==> src/rtl/universal_d_register.sv <==
// Universal edge-triggered D register: hold, shift right, shift left and
// parallel load, with a saturating shift counter for serialiser and
// deserialiser use.
module universal_d_register #(
    parameter int unsigned WIDTH  = 8,
    parameter int unsigned ROTATE = 0,
    parameter int unsigned CNT_W  = 4
) (
    input  logic             clk,
    input  logic             rst_n,
    input  logic             en,
    input  logic             clr,
    input  logic [1:0]       mode,
    input  logic [WIDTH-1:0] d,
    input  logic             sir,
    input  logic             sil,
    output logic [WIDTH-1:0] q,
    output logic [WIDTH-1:0] p,
    output logic             so,
    output logic [CNT_W-1:0] count,
    output logic             done
);

    localparam logic [1:0]       MODE_HOLD  = 2'b00;
    localparam logic [1:0]       MODE_RIGHT = 2'b01;
    localparam logic [1:0]       MODE_LEFT  = 2'b10;
    localparam logic [1:0]       MODE_LOAD  = 2'b11;
    localparam logic [CNT_W-1:0] CNT_MAX    = CNT_W'(WIDTH);

    logic [WIDTH-1:0] q_nxt;
    logic             so_nxt;
    logic [CNT_W-1:0] count_nxt;
    logic [CNT_W-1:0] count_inc;
    logic             fill_r;
    logic             fill_l;

    // Bit entering the vacated position: recirculated or taken from serial in.
    assign fill_r = (ROTATE != 0) ? q[0]       : sir;
    assign fill_l = (ROTATE != 0) ? q[WIDTH-1] : sil;

    // Saturating increment; shifts past WIDTH still move data but not the count.
    assign count_inc = (count == CNT_MAX) ? count : count + CNT_W'(1);

    // Next-state selection in priority order: enable, clear, then mode.
    always_comb begin
        q_nxt     = q;
        so_nxt    = so;
        count_nxt = count;
        if (en) begin
            if (clr) begin
                q_nxt     = '0;
                so_nxt    = 1'b0;
                count_nxt = '0;
            end else begin
                case (mode)
                    MODE_HOLD: begin
                        q_nxt = q;
                    end
                    MODE_RIGHT: begin
                        so_nxt    = q[0];
                        q_nxt     = {fill_r, q[WIDTH-1:1]};
                        count_nxt = count_inc;
                    end
                    MODE_LEFT: begin
                        so_nxt    = q[WIDTH-1];
                        q_nxt     = {q[WIDTH-2:0], fill_l};
                        count_nxt = count_inc;
                    end
                    MODE_LOAD: begin
                        q_nxt     = d;
                        count_nxt = '0;
                    end
                    default: begin
                        q_nxt = q;
                    end
                endcase
            end
        end
    end

    // State register with asynchronous clear.
    always_ff @(posedge clk or negedge rst_n) begin
        if (!rst_n) begin
            q     <= '0;
            so    <= 1'b0;
            count <= '0;
        end else begin
            q     <= q_nxt;
            so    <= so_nxt;
            count <= count_nxt;
        end
    end

    assign p    = ~q;
    assign done = (count == CNT_MAX);

endmodule

==> config.mk <==
export PLATFORM = sky130hd
export DESIGN_NAME = universal_d_register
export DESIGN_NICKNAME = d
export VERILOG_FILES = /design/src/rtl/universal_d_register.sv
export SDC_FILE = /design/constraint.sdc
export NUM_CORES = 1
export LEC_CHECK = 0
export CAP_MARGIN = 20
export CORE_ASPECT_RATIO = 0.8
export CORE_MARGIN = 4
export CORE_UTILIZATION = 39
export CTS_CLUSTER_DIAMETER = 100
export DETAILED_ROUTE_END_ITERATION = 10
export PLACE_DENSITY = 0.74
export RECOVER_POWER = 50
export SLEW_MARGIN = 20
export SYNTH_ARGS = -nofsm -noshare
export SYNTH_HDL_FRONTEND = slang
export SYNTH_SLANG_ARGS = --single-unit
==> constraint.sdc <==
create_clock -name clk -period 1.6 [get_ports clk]
set_clock_uncertainty 0.05 [all_clocks]
set_input_delay 0.32 -clock clk [delete_from_list [all_inputs] [get_ports clk]]
set_output_delay 0.32 -clock clk [all_outputs]
set_load 0.005 [all_outputs]
Yosys cells after proc, flatten, opt, wreduce, memory -nomap -nowiden
Cells that the tools add are included.

Register bits: 13. Bits of input ports: 16.

Reduce and logical (&&, ||, !) cells: 7. Bitwise operators: 1. $add $sub $neg: 1. Multiplexer cells: 7. Equality and inequality tests: 6.

Operator list (count): 8-bit case mux with 3 select lines (1); 4-bit two-way mux (2); 8-bit two-way mux (1); 8-bit NOT (1); 4-bit case mux with 2 select lines (1); 3-bit nonzero test (2); 4-bit by 1-bit adder with 4-bit output, second input constant (1); 2-bit == test, second input constant (2); 4-bit == test, second input constant (1); 2-bit AND reduction (2); 3-bit inequality test, second input constant (1); 3-bit AND reduction (1); 2-bit by 1-bit == test with 1-bit output, second input constant (1); 2-bit logical NOT (1); 2-bit inequality test, second input constant (1); 1-bit case mux with 2 select lines (1); 2-bit OR reduction (1); 1-bit two-way mux (1).

Longest topological paths before layout
Depth in word-level cells: 4. Depth in mapped cells: 7. Mapped depth without buffers: 5.

Least setup slack after synthesis
No wires, ideal clock.

Path kind: reg-to-reg. Start: reg count[0]. End: reg count[0]. Arrival: 1.432 ns. Period minus slack after synthesis: 1.606 ns. Required time: 1.425 ns. Slack: -0.006 ns. Cell stages (with the launch flop): 6. Path buffers: 0. Cell sequence: dfrtp_1 -> inv_1 -> ha_1 -> and3b_1 -> a31oi_1 -> mux2_2.

Elaborated cells between the ends (all ways): 7.

RTL lines: start: declaration (line 20) `output logic [CNT_W-1:0] count,`; start signal: assignment (line 90) `count <= count_nxt;`; 4-bit == test; net done (line 21) `output logic done`; 3-bit inequality test (no line); 3-bit AND reduction (no line).

The timed path passes the listed nets, and every way through them passes these cells. The select of a mux whose other input is x is not followed. A chain may end at the register's enable or synchronous reset.

Worst setup path after layout
Start: reg count[1]. End: reg count[0].

Longest elaborated chain between the ends: 3.

Ends and longest elaborated chain: 4-bit == test (line 42) `assign count_inc = (count == CNT_MAX) ? count : count + CNT_W'(1);`; 3-bit inequality test (no line); 3-bit AND reduction (no line).

No other way between the ends.

==> summary.txt <==
Status
  – Outcome: finished, violations left
  – Failing checks: setup timing

Routing
  – Final ANT Viol Nets: 0
  – Initial drt markers: 34
  – Vias: approximately 1000
  – Drt pass-1 iters: 4
  – # DRC: 0
  – Via/cell ratio: between 5 and 6
  – Wire length per cell: between 15 and 20 um
  – Final wirelength: 3153 um

Floorplan
  – FP Rows: 15
  – Initial cell density of the core: 43.25%
  – Ports: 38
  – Die Wd: ~64 um
  – Die area: between 3000 and 4000 um2
  – Core area: around 2300 um2
  – Die H: around 53 um

Placement
  – Placer Congestion: 0.8598
  – Placed cell count: roughly 190
  – Detailed Place HPWL: roughly 2100 um
  – PortBufs: 37

Setup path
  – Critical path peak fanout: 2
  – Crit path kind: reg -> reg
  – Worst Setup End Kind: flip-flop
  – Startpoint types: flip-flop
  – CP Data Required Time: 1740 ps
  – Worst path arrival time: between 1500 and 2000 ps

Power
  – Switching Fraction: roughly a third
  – Leakage: 0.7942 nW
  – Power per cell area: 683.9 nW/um2
  – Gate power share: a little under half
  – Total power: 1.147 mW
  – Switch Pwr: approximately 0.38 mW
  – Peak VDD IR: 0.0004380 V
  – Power Internal: just under 0.8 mW
  – Part of the power in registers: approximately 35%
  – Clock share of power: approximately 19%

Cells and area
  – Fill cells: about 160
  – Post-route insts no fill: 200
  – Final nets: about 190
  – Area delta synth->final: 70.83%
  – Most frequent cells in the layout: buf_4, clkdlybuf4s50_1, dlygate4sd2_1, dfrtp_1, inv_1
  – Commonest non-fill, non-tap cell in the layout: buf_4
  – Layout cell share with drive strength beyond 1: between 30% and 40%
  – # diodes: 0

Run
  – Max cap viols: 0

Min path
  – HP Class: reg -> reg

Synthesis
  – Post-Synthesis Cells: 99
  – Syn nets: 123
  – Register area share after synthesis: 33.12%
  – Mean area per synthesized cell: 9.921 um2
  – Post-Syn Area: 982.2 um2
  – Register bit total from synthesis: 13
  – Synth warn: 0
  – Synth cell types: 32

Timing
  – Worst setup margin: -18.85 ps
  – Period Utilization, post-route: 101.2%
  – Setup repair after global routing missed its margin: yes
  – Tmin final: ~1600 ps
  – Fin Hold WS: about 520 ps
  – Fmax: around 600 MHz
  – Final Slew Violations: 0
  – Setup TNS: -18.85 ps
  – Worst-margin pin slew: roughly 780 ps
  – Final Hold Viols: 0
  – Final setup vio count: 1
  – Rel. slew slack: 48.07%

CTS
  – Clock Pin Slew Worst Setup and Hold Paths: about 80 ps
  – CTS Sinks: 13
  – CTS Buf Count: 3
  – CTS root buffer: clkbuf_4
  – Clk_lat worst skew: roughly 300 ps
  – CTS tree: yes
  – Max clock buf depth: 2
  – Hold-fix buffers, CTS: 0
  – CTS H-Tree Depth: 1

Global route
  – Largest net degree at the start of global routing: 14
  – GR Util All Layers: roughly a fifth
  – Initial antenna violation count: 0
  – Vias in the first global route: between 1000 and 1500
  – First-pass GRT wire length: roughly 4900 um
  – Total gr overflow: 0
==> routing by layer <==
layer  vias to the layer above  global-route usage, %  part of all wire, %
met5                         -                      0                    0
met4                         0                  8.772                  1.9
met3                        10                  5.308                  6.4
met2                        39                  34.65                   50
met1                       491                  20.83                   42
li1                        496                      -                    -
==> critical path: stages (launching register included) <==
cell,delay [ps]
dfrtp_1,370
inv_2,60
ha_4,150
and3b_2,220
buf_6,130
a31oi_4,200
mux2_4,320
==> cell type report <==
class / count / area (um2) / area share [%]
clock buffers: 4 / 26.28 / 1.566
inverters: 16 / 60.06 / 3.579
multi-input cells: 63 / 618.1 / 36.84
flip-flops and latches: 13 / 325.3 / 19.39
well taps: 34 / 42.54 / 2.535
repair buffers: 70 / 605.6 / 36.09
==> kinds of logic (layout without fill, tap and decap cells) <==
kind of cell               after synthesis  count (layout)  synth area share (%)
and+or+nand+nor                         18              18                 10.07
muxes                                    5               5                 5.223
buffers and inverters                   23              90                 12.48
adders and majority gates                8               8                 10.19
DFF                                     13              13                 33.12
AOI/OAI and AO/OA                       32              32                 28.92
==> registers in the layout, summed over array words and instances (netlist names) <==
signal and cells:
so 1, q 8, count 4
==> stage by stage <==
step	area (um2)	utilization [%]	worst slack [ps]
finish	1678	73.88	-18.85
detailed placement	1504	66.23	-518.0
CTS	1649	72.62	-1.042
floorplan	988.4	-	16.44
global route	1678	73.88	-49.35
global placement	1504	66.23	-460.9
==> power by group through the flow <==
stage               Sequential, mW  Combinational, mW  Clock (mW)
finish                       0.396              0.530       0.221
global route                 0.401              0.573       0.241
CTS                          0.394              0.509       0.229
detailed placement           0.410              0.453           0
global placement             0.408              0.442           0
floorplan                    0.416              0.173           0
==> synth_stat cells <==
library cell	number	area, um2
a21o_1	6	45.04
ha_1	8	100.1
o21ai_1	1	5.000
or2_1	1	6.260
or3b_1	1	8.760
o22ai_1	1	6.260
inv_1	16	60.06
o31ai_4	1	21.27
nor2_1	2	7.510
nand3_1	1	5.000
nor3_1	8	40.04
o32a_1	1	10.01
mux2_2	1	11.26
a211oi_2	6	75.07
o41ai_1	1	8.760
buf_4	1	7.510
o21ai_0	2	10.01
mux2i_1	4	40.04
a211o_1	2	17.52
a31o_2	1	8.760
a22oi_1	7	52.55
buf_6	4	45.04
buf_2	2	10.01
nor4_1	1	6.260
a31oi_1	1	6.260
or2_2	1	6.260
and3_1	1	6.260
nand2_1	1	3.750
and3b_1	1	8.760
dfrtp_1	13	325.3
a22o_1	1	8.760
o2bb2ai_1	1	8.760
==> path summary, 6_finish.rpt <==
check	start	slack, ps	to	depth (start not counted)
worst max-delay path	count[1]	-20	count[0]	6
worst min-delay path	q[3]	520	q[3]	2
worst max register to register	count[1]	-20	count[0]	6
worst min register to register	q[3]	520	q[3]	2
max in group asynchronous	rst_n	460	so	2
min in group asynchronous	rst_n	560	q[2]	2
==> repair_timing <==
item                       4_1_cts  5_1_grt
setup endpoints to repair       34        8
pin swaps                        5        1
setup buffers                    8        3
resized for setup               37        4
cloned                           0        0
Power figures use the tool's default switching activity.
